`src/rtl/fir_stream_ctrl_if.sv`:
```
// ----------------------------------------------------------------------------
// fir_stream_ctrl_if
// Bundles the three streams the FIR stream controller talks to:
//   - upstream sample stream : in_valid/in_ready/in_data/in_last
//   - attached FIR datapath  : fir_en/fir_data_in/fir_data_out
//   - downstream result FIFO : out_valid/out_ready/out_data/out_last
// modport master : the controller side (accepts samples, drives the FIR,
//                  presents results).
// modport slave  : the environment side (sample source, FIR, consumer).
// ----------------------------------------------------------------------------
interface fir_stream_ctrl_if #(
    parameter int DATA_W = 8,
    parameter int OUT_W  = 9
);
    logic                     in_valid;
    logic                     in_ready;
    logic signed [DATA_W-1:0] in_data;
    logic                     in_last;

    logic                     fir_en;
    logic signed [DATA_W-1:0] fir_data_in;
    logic signed [OUT_W-1:0]  fir_data_out;

    logic                     out_valid;
    logic                     out_ready;
    logic signed [OUT_W-1:0]  out_data;
    logic                     out_last;

    modport master (
        input  in_valid, in_data, in_last, fir_data_out, out_ready,
        output in_ready, fir_en, fir_data_in, out_valid, out_data, out_last
    );

    modport slave (
        output in_valid, in_data, in_last, fir_data_out, out_ready,
        input  in_ready, fir_en, fir_data_in, out_valid, out_data, out_last
    );
endinterface

```
`src/rtl/fir_stream_ctrl.sv`:
```
// ----------------------------------------------------------------------------
// fir_stream_ctrl
// Turns a valid/ready sample stream into step enables for an attached
// fixed-coefficient FIR, tags every FIR step so that only results of real
// samples are kept, buffers those results in a first-word-fall-through FIFO
// with backpressure, and flushes the FIR with zeros after the last sample of
// a block so the tail results emerge.
//
// Ports:
//   clk    : clock, rising edge
//   rst_b  : asynchronous active-low reset (shared with the FIR)
//   bus    : fir_stream_ctrl_if.master (sample in, FIR side, result out)
//   busy   : not in RUN, or any accepted sample not yet popped downstream
// ----------------------------------------------------------------------------
module fir_stream_ctrl #(
    parameter int DATA_W        = 8,
    parameter int OUT_W         = 9,
    parameter int LATENCY       = 2,
    parameter int NUM_TAPS      = 5,
    parameter int FIFO_DEPTH    = 4,
    parameter bit CLEAR_ON_LAST = 1'b1
) (
    input  logic              clk,
    input  logic              rst_b,
    fir_stream_ctrl_if.master bus,
    output logic              busy
);

    // Flush length: enough zero steps to push out the last result, and when
    // clearing is requested, also enough to wash every tap to zero.
    localparam int FLUSH_LEN = CLEAR_ON_LAST ?
                               ((LATENCY > NUM_TAPS) ? LATENCY : NUM_TAPS) : LATENCY;
    localparam int FL_W      = (FLUSH_LEN > 1) ? $clog2(FLUSH_LEN) : 1;
    localparam int OCC_W     = $clog2(FIFO_DEPTH + 1);
    localparam int PTR_W     = (FIFO_DEPTH > 1) ? $clog2(FIFO_DEPTH) : 1;

    typedef enum logic {
        RUN   = 1'b0,
        FLUSH = 1'b1
    } state_t;

    state_t                  state, state_next;
    logic [FL_W-1:0]         flush_cnt, flush_cnt_next;
    logic                    accept;
    logic                    has_space;

    logic [LATENCY-1:0]      tag_valid, tag_last;
    logic [LATENCY-1:0]      tag_valid_shift, tag_last_shift;
    logic                    push_pending;
    logic                    push, pop;

    logic [OCC_W-1:0]        occupancy;
    logic [OCC_W-1:0]        fifo_cnt;
    logic [PTR_W-1:0]        wr_ptr, rd_ptr;
    logic signed [OUT_W-1:0] data_mem [FIFO_DEPTH];
    logic                    last_mem [FIFO_DEPTH];

    function automatic logic [PTR_W-1:0] ptr_inc(input logic [PTR_W-1:0] p);
        if (p == PTR_W'(FIFO_DEPTH - 1)) begin
            return '0;
        end
        return p + 1'b1;
    endfunction

    // Occupancy is a reservation count: it rises when a sample is accepted
    // and falls only when its result is popped, so every result still inside
    // the FIR, waiting in push_pending or sitting in the FIFO already owns a
    // FIFO slot. That is why FLUSH never needs a space check.
    assign has_space = occupancy < OCC_W'(FIFO_DEPTH);

    // ------------------------------------------------------------------------
    // FSM: state register
    // ------------------------------------------------------------------------
    // NOTE: clocked state uses non-blocking assignments so every register
    // samples the pre-edge values regardless of block ordering.
    always_ff @(posedge clk or negedge rst_b) begin
        if (!rst_b) begin
            state     <= RUN;
            flush_cnt <= '0;
        end else begin
            state     <= state_next;
            flush_cnt <= flush_cnt_next;
        end
    end

    // ------------------------------------------------------------------------
    // FSM: next state and stream-side outputs
    // ------------------------------------------------------------------------
    always_comb begin
        // NOTE: every signal written here gets a default first, so no path
        // leaves it unassigned and no latch is inferred.
        state_next      = state;
        flush_cnt_next  = flush_cnt;
        accept          = 1'b0;
        bus.in_ready    = 1'b0;
        bus.fir_en      = 1'b0;
        bus.fir_data_in = '0;

        case (state)
            RUN: begin
                bus.in_ready = has_space;
                accept       = bus.in_valid & has_space;
                bus.fir_en   = accept;
                if (accept) begin
                    bus.fir_data_in = bus.in_data;
                    if (bus.in_last) begin
                        state_next     = FLUSH;
                        flush_cnt_next = '0;
                    end
                end
            end
            FLUSH: begin
                bus.fir_en = 1'b1;
                if (flush_cnt == FL_W'(FLUSH_LEN - 1)) begin
                    state_next = RUN;
                end else begin
                    flush_cnt_next = flush_cnt + 1'b1;
                end
            end
            default: state_next = RUN;
        endcase
    end

    // ------------------------------------------------------------------------
    // Tag pipeline: one {valid, last} entry per FIR step, advancing only when
    // the FIR steps, so tags stay aligned with the FIR's internal samples.
    // Flush zeros enter as {0, 0} because accept is low in FLUSH.
    // ------------------------------------------------------------------------
    assign tag_valid_shift = (tag_valid << 1) | LATENCY'(accept);
    assign tag_last_shift  = (tag_last << 1) | LATENCY'(accept & bus.in_last);

    always_ff @(posedge clk or negedge rst_b) begin
        if (!rst_b) begin
            tag_valid    <= '0;
            tag_last     <= '0;
            push_pending <= 1'b0;
        end else begin
            if (bus.fir_en) begin
                tag_valid <= tag_valid_shift;
                tag_last  <= tag_last_shift;
            end
            // The matching result lands on fir_data_out at this same edge,
            // so it is written one cycle later.
            push_pending <= bus.fir_en & tag_valid_shift[LATENCY-1];
        end
    end

    // push_pending always implies a valid last-stage tag; the tag's last bit
    // is still in place during the push cycle even if the FIR steps again.
    assign push = push_pending & tag_valid[LATENCY-1];
    assign pop  = bus.out_valid & bus.out_ready;

    always_ff @(posedge clk or negedge rst_b) begin
        if (!rst_b) begin
            occupancy <= '0;
        end else begin
            case ({accept, pop})
                2'b10:   occupancy <= occupancy + 1'b1;
                2'b01:   occupancy <= occupancy - 1'b1;
                default: occupancy <= occupancy;
            endcase
        end
    end

    // ------------------------------------------------------------------------
    // Output FIFO, first-word-fall-through from registered storage
    // ------------------------------------------------------------------------
    // NOTE: this storage is reset on purpose: the head entry drives out_data
    // and out_last directly, and both must read 0 out of reset.
    always_ff @(posedge clk or negedge rst_b) begin
        if (!rst_b) begin
            for (int i = 0; i < FIFO_DEPTH; i++) begin
                data_mem[i] <= '0;
                last_mem[i] <= 1'b0;
            end
            wr_ptr   <= '0;
            rd_ptr   <= '0;
            fifo_cnt <= '0;
        end else begin
            if (push) begin
                data_mem[wr_ptr] <= bus.fir_data_out;
                last_mem[wr_ptr] <= tag_last[LATENCY-1];
                wr_ptr           <= ptr_inc(wr_ptr);
            end
            if (pop) begin
                rd_ptr <= ptr_inc(rd_ptr);
            end
            case ({push, pop})
                2'b10:   fifo_cnt <= fifo_cnt + 1'b1;
                2'b01:   fifo_cnt <= fifo_cnt - 1'b1;
                default: fifo_cnt <= fifo_cnt;
            endcase
        end
    end

    assign bus.out_valid = (fifo_cnt != '0);
    assign bus.out_data  = data_mem[rd_ptr];
    assign bus.out_last  = last_mem[rd_ptr];

    assign busy = (state != RUN) || (occupancy != '0);

endmodule

```
`src/flat_wrapper.sv`:
```
// flat-port wrapper written by rule: the top's interface ports become plain ports
module fir_stream_ctrl_flat 
#(
    parameter int DATA_W        = 8,
    parameter int OUT_W         = 9,
    parameter int LATENCY       = 2,
    parameter int NUM_TAPS      = 5,
    parameter int FIFO_DEPTH    = 4,
    parameter bit CLEAR_ON_LAST = 1'b1
)
  (clk, rst_b, busy, bus_in_valid, bus_in_data, bus_in_last, bus_fir_data_out, bus_out_ready, bus_in_ready, bus_fir_en, bus_fir_data_in, bus_out_valid, bus_out_data, bus_out_last);
  fir_stream_ctrl_if #(.DATA_W(DATA_W), .OUT_W(OUT_W)) bus_i ();
  input  logic clk;
  input  logic rst_b;
  output logic busy;
  input wire logic [$bits(bus_i.in_valid)-1:0] bus_in_valid;
  input wire logic [$bits(bus_i.in_data)-1:0] bus_in_data;
  input wire logic [$bits(bus_i.in_last)-1:0] bus_in_last;
  input wire logic [$bits(bus_i.fir_data_out)-1:0] bus_fir_data_out;
  input wire logic [$bits(bus_i.out_ready)-1:0] bus_out_ready;
  output wire logic [$bits(bus_i.in_ready)-1:0] bus_in_ready;
  output wire logic [$bits(bus_i.fir_en)-1:0] bus_fir_en;
  output wire logic [$bits(bus_i.fir_data_in)-1:0] bus_fir_data_in;
  output wire logic [$bits(bus_i.out_valid)-1:0] bus_out_valid;
  output wire logic [$bits(bus_i.out_data)-1:0] bus_out_data;
  output wire logic [$bits(bus_i.out_last)-1:0] bus_out_last;
  assign bus_i.in_valid = bus_in_valid;
  assign bus_i.in_data = bus_in_data;
  assign bus_i.in_last = bus_in_last;
  assign bus_i.fir_data_out = bus_fir_data_out;
  assign bus_i.out_ready = bus_out_ready;
  assign bus_in_ready = bus_i.in_ready;
  assign bus_fir_en = bus_i.fir_en;
  assign bus_fir_data_in = bus_i.fir_data_in;
  assign bus_out_valid = bus_i.out_valid;
  assign bus_out_data = bus_i.out_data;
  assign bus_out_last = bus_i.out_last;
  fir_stream_ctrl #(.DATA_W(DATA_W), .OUT_W(OUT_W), .LATENCY(LATENCY), .NUM_TAPS(NUM_TAPS), .FIFO_DEPTH(FIFO_DEPTH), .CLEAR_ON_LAST(CLEAR_ON_LAST)) u_core (.clk(clk), .rst_b(rst_b), .bus(bus_i), .busy(busy));
endmodule
```
`config.mk`:
```
export PLATFORM = sky130hd
export DESIGN_NAME = fir_stream_ctrl_flat
export DESIGN_NICKNAME = d
export VERILOG_FILES = /design/src/rtl/fir_stream_ctrl_if.sv /design/src/rtl/fir_stream_ctrl.sv /design/src/flat_wrapper.sv
export SDC_FILE = /design/constraint.sdc
export NUM_CORES = 1
export LEC_CHECK = 0
export CAP_MARGIN = 20
export CORE_UTILIZATION = 48
export CTS_CLUSTER_DIAMETER = 100
export DETAILED_ROUTE_END_ITERATION = 6
export PLACE_DENSITY = 0.8
export SLEW_MARGIN = 10
export SYNTH_ARGS = -nofsm -noshare
export SYNTH_HDL_FRONTEND = slang
export SYNTH_SLANG_ARGS = --single-unit
```
`constraint.sdc`:
```
create_clock -name clk -period 2.1 [get_ports clk]
set_clock_uncertainty 0.05 [all_clocks]
set_input_delay 0.315 -clock clk [delete_from_list [all_inputs] [get_ports clk]]
set_output_delay 0.315 -clock clk [all_outputs]
set_load 0.02 [all_outputs]
```
==> flow_summary.yaml, run 1 <==
status:
  status: "finished clean"
final_layout:
  diodes: 0
  drive_above_1_share: 0.463
  area_growth_pct: 29.7
  fillCellCount: 437
  final_common_cell: "dfrtp_1"
  final_cell_mix: "dfrtp_1 (58), mux2_2 (47), clkdlybuf4s50_1 (22), buf_4 (12), clkbuf_8 (11)"
  final_nets: 285
  post-route-util: 0.652
  final_area_mm2: 0.00361
routing:
  ant_nets: 0
  viasPerCell: 5.05
  drc: 0
  num_vias: 1663
  wirelength_um: 4900
  first_iter_violations: 81
  dr.pass1.iters: 2
  drt-wirelength-per-cell_um: 14.9
timing:
  finalSetupTns_ns: 0
  period_share: 0.971
  setup_viol: 0
  rsz0062_at_grt: "true"
  max_freq_mhz: 491
  worst_pin_slew_ns: 0.492
  min_period_ns: 2.04
  slew_violations: 0
  slew_headroom: 0.672
  hold_viol_final: 0
  timing.final.ws_setup_ns: 0.0614
global_route:
  top_usage_layer: "met2"
  grtUsageTotal: 0.184
  grt_pass1_vias: 1735
  grt_overflow: 0
  grt_pass1_wl_um: 8340
  grt_max_degree: 40
  grt_util_met1: 0.236
  grt_util_met2: 0.284
  use_met3: 0.0547
  grt_antenna_before_repair: 0
floorplan:
  fp.dieH_um: 78.2
  rows: 27
  core-area_mm2: 0.00554
  io_pins: 44
  dieArea_mm2: 0.00611
  die_w_um: 78.2
  initial_utilization: 0.503
synth:
  netlist_instances: 188
  synth.avg_cell_area_um2: 14.8
  syn_nets: 221
  synth_area_mm2: 0.00279
  yosysWarnings: 0
  synth_cell_types: 28
  yosysSeqAreaShare: 0.530
  postSynthRegisterBits: 59
cts:
  htree_levels: 3
  root_buffer: "clkbuf_8"
  clkTransAtPathRegs_ns: 0.06
  cts_buffer_depth: 2
  clkLatencyLatePin_ns: 0.33
  cts.sinks: 59
  cts_buffers: 9
  cts_tree: "yes"
place:
  dp_hpwl_um: 3280
  portBuffers: 43
  place_area_mm2: 0.00339
  place_congestion: 0.681
  dp_slack_ns: -0.131
pwr:
  p_per_area_mw_per_mm2: 1540
  p_leak_nw: 1.66
  power_w: 0.00555
  peakVddDrop_v: 0.000663
critical_path:
  startpoint_type: "flip-flop"
  path_max_fanout: 2
  cp.required_ns: 1.74
  end_kind: "output port"
  worstPathArrival_ns: 1.67
  timing_worst_setup_path_type: "flip-flop to output port"
hold_path:
  hold_class: "primary input to asynchronous set/reset pin"
job:
  max-cap-violations: 0
==> path summary, 6_finish.rpt <==
check	depth (start not counted)	from	slack, ns	to
max	2	u_core.fifo_cnt[2]	0.06	bus_out_valid
min	2	rst_b	0.43	u_core.data_mem[27]
max reg2reg	8	u_core.fifo_cnt[2]	0.10	u_core.occupancy[2]
min reg2reg	1	u_core.data_mem[17]	0.45	u_core.data_mem[17]
max in group asynchronous	3	rst_b	0.98	u_core.rd_ptr[1]
min in group clk	1	u_core.data_mem[17]	0.45	u_core.data_mem[17]
==> registers in the layout, summed over array words and instances (netlist names) <==
register             flops
u_core.data_mem         36
u_core.last_mem          4
u_core.fifo_cnt          3
u_core.flush_cnt         3
u_core.occupancy         3
u_core.rd_ptr            2
u_core.tag_last          2
u_core.tag_valid         2
u_core.wr_ptr            2
u_core.push_pending      1
u_core.state             1
==> Yosys cell counts, drive strengths merged <==
master | number | share of area
fa | 2 | 0.014
nand2 | 4 | 0.0063
mux2 | 47 | 0.19
a32o | 1 | 0.0036
inv | 11 | 0.015
buf | 5 | 0.012
or2b | 1 | 0.0027
or3 | 1 | 0.0040
nor3b | 1 | 0.0045
a22o | 1 | 0.0031
xor2 | 4 | 0.013
nand3 | 4 | 0.014
a21oi | 1 | 0.0018
a21boi | 1 | 0.0040
a21o | 1 | 0.0027
ha | 9 | 0.040
mux4 | 10 | 0.081
dfrtp | 59 | 0.53
nor3 | 1 | 0.0018
xnor2 | 3 | 0.0094
nor2b | 2 | 0.0054
and2 | 8 | 0.022
nor2 | 9 | 0.012
mux2i | 2 | 0.0072
==> through the flow <==
step	instances	hold slack (ns)
final	329	0.427
after global routing	329	0.456
after CTS	328	0.426
after detailed placement	311	0.256
after global placement	311	0.251
after floorplan	188	-0.0306
==> timing repair <==
action | in CTS | in global routing
pin swaps | 0 | 3
endpoints found under the setup margin | 19 | 12
gates resized for setup | 33 | 13
setup buffers | 0 | 1
hold endpoints to repair | 20 | 0
hold buffers | 1 | 0
gates cloned | 0 | 0
==> cells by family after synthesis <==
| family | after synthesis | synth area share |
|---|---|---|
| AOI/OAI and AO/OA | 5 | 0.0153 |
| xor gates and xnor gates | 7 | 0.0220 |
| adders and majority gates | 11 | 0.0548 |
| buffers and inverters | 16 | 0.0270 |
| DFF | 59 | 0.530 |
| muxes | 59 | 0.278 |
| and+or+nand+nor | 31 | 0.0728 |
==> power breakdown <==
part	total (W)	internal (W)	leakage, nW	switching [W]
clock	0.00116	0.000726	0.119	0.000436
sequential	0.00206	0.00169	0.706	0.000375
combinational	0.00233	0.00133	0.833	0.000990
total	0.00555	0.00375	1.66	0.00180
==> cell type report <==
| cell class | count | area, um2 | share of cell area |
|---|---|---|---|
| clock buffer | 11 | 151 | 0.0419 |
| sequential | 59 | 1480 | 0.409 |
| inverter | 11 | 41.3 | 0.0114 |
| timing repair buffer | 58 | 523 | 0.145 |
| clock inverter | 5 | 75.1 | 0.0208 |
| multi-input combinational | 113 | 1250 | 0.347 |
| tap | 72 | 90.1 | 0.0249 |
==> layer usage <==
layer  wire (um)  vias to the layer above
met1        2200                      816
met4         106                        0
met3         251                       11
li1            -                      788
met2        2340                       48
met5           0                        -
==> critical path: stages, from the launching register on <==
cell and delay, ns:
dfrtp_1 0.38, or3_4 0.41, clkdlybuf4s50_1 0.55
(Power assumes the default switching activity.)
==> inputs of run 2 (changes only) <==
Settings changed: CAP_MARGIN 20 to unset, CTS_CLUSTER_SIZE set to 14.
==> results of run 2 <==
Final layout, timing and power as in run 1 (identical DEF).
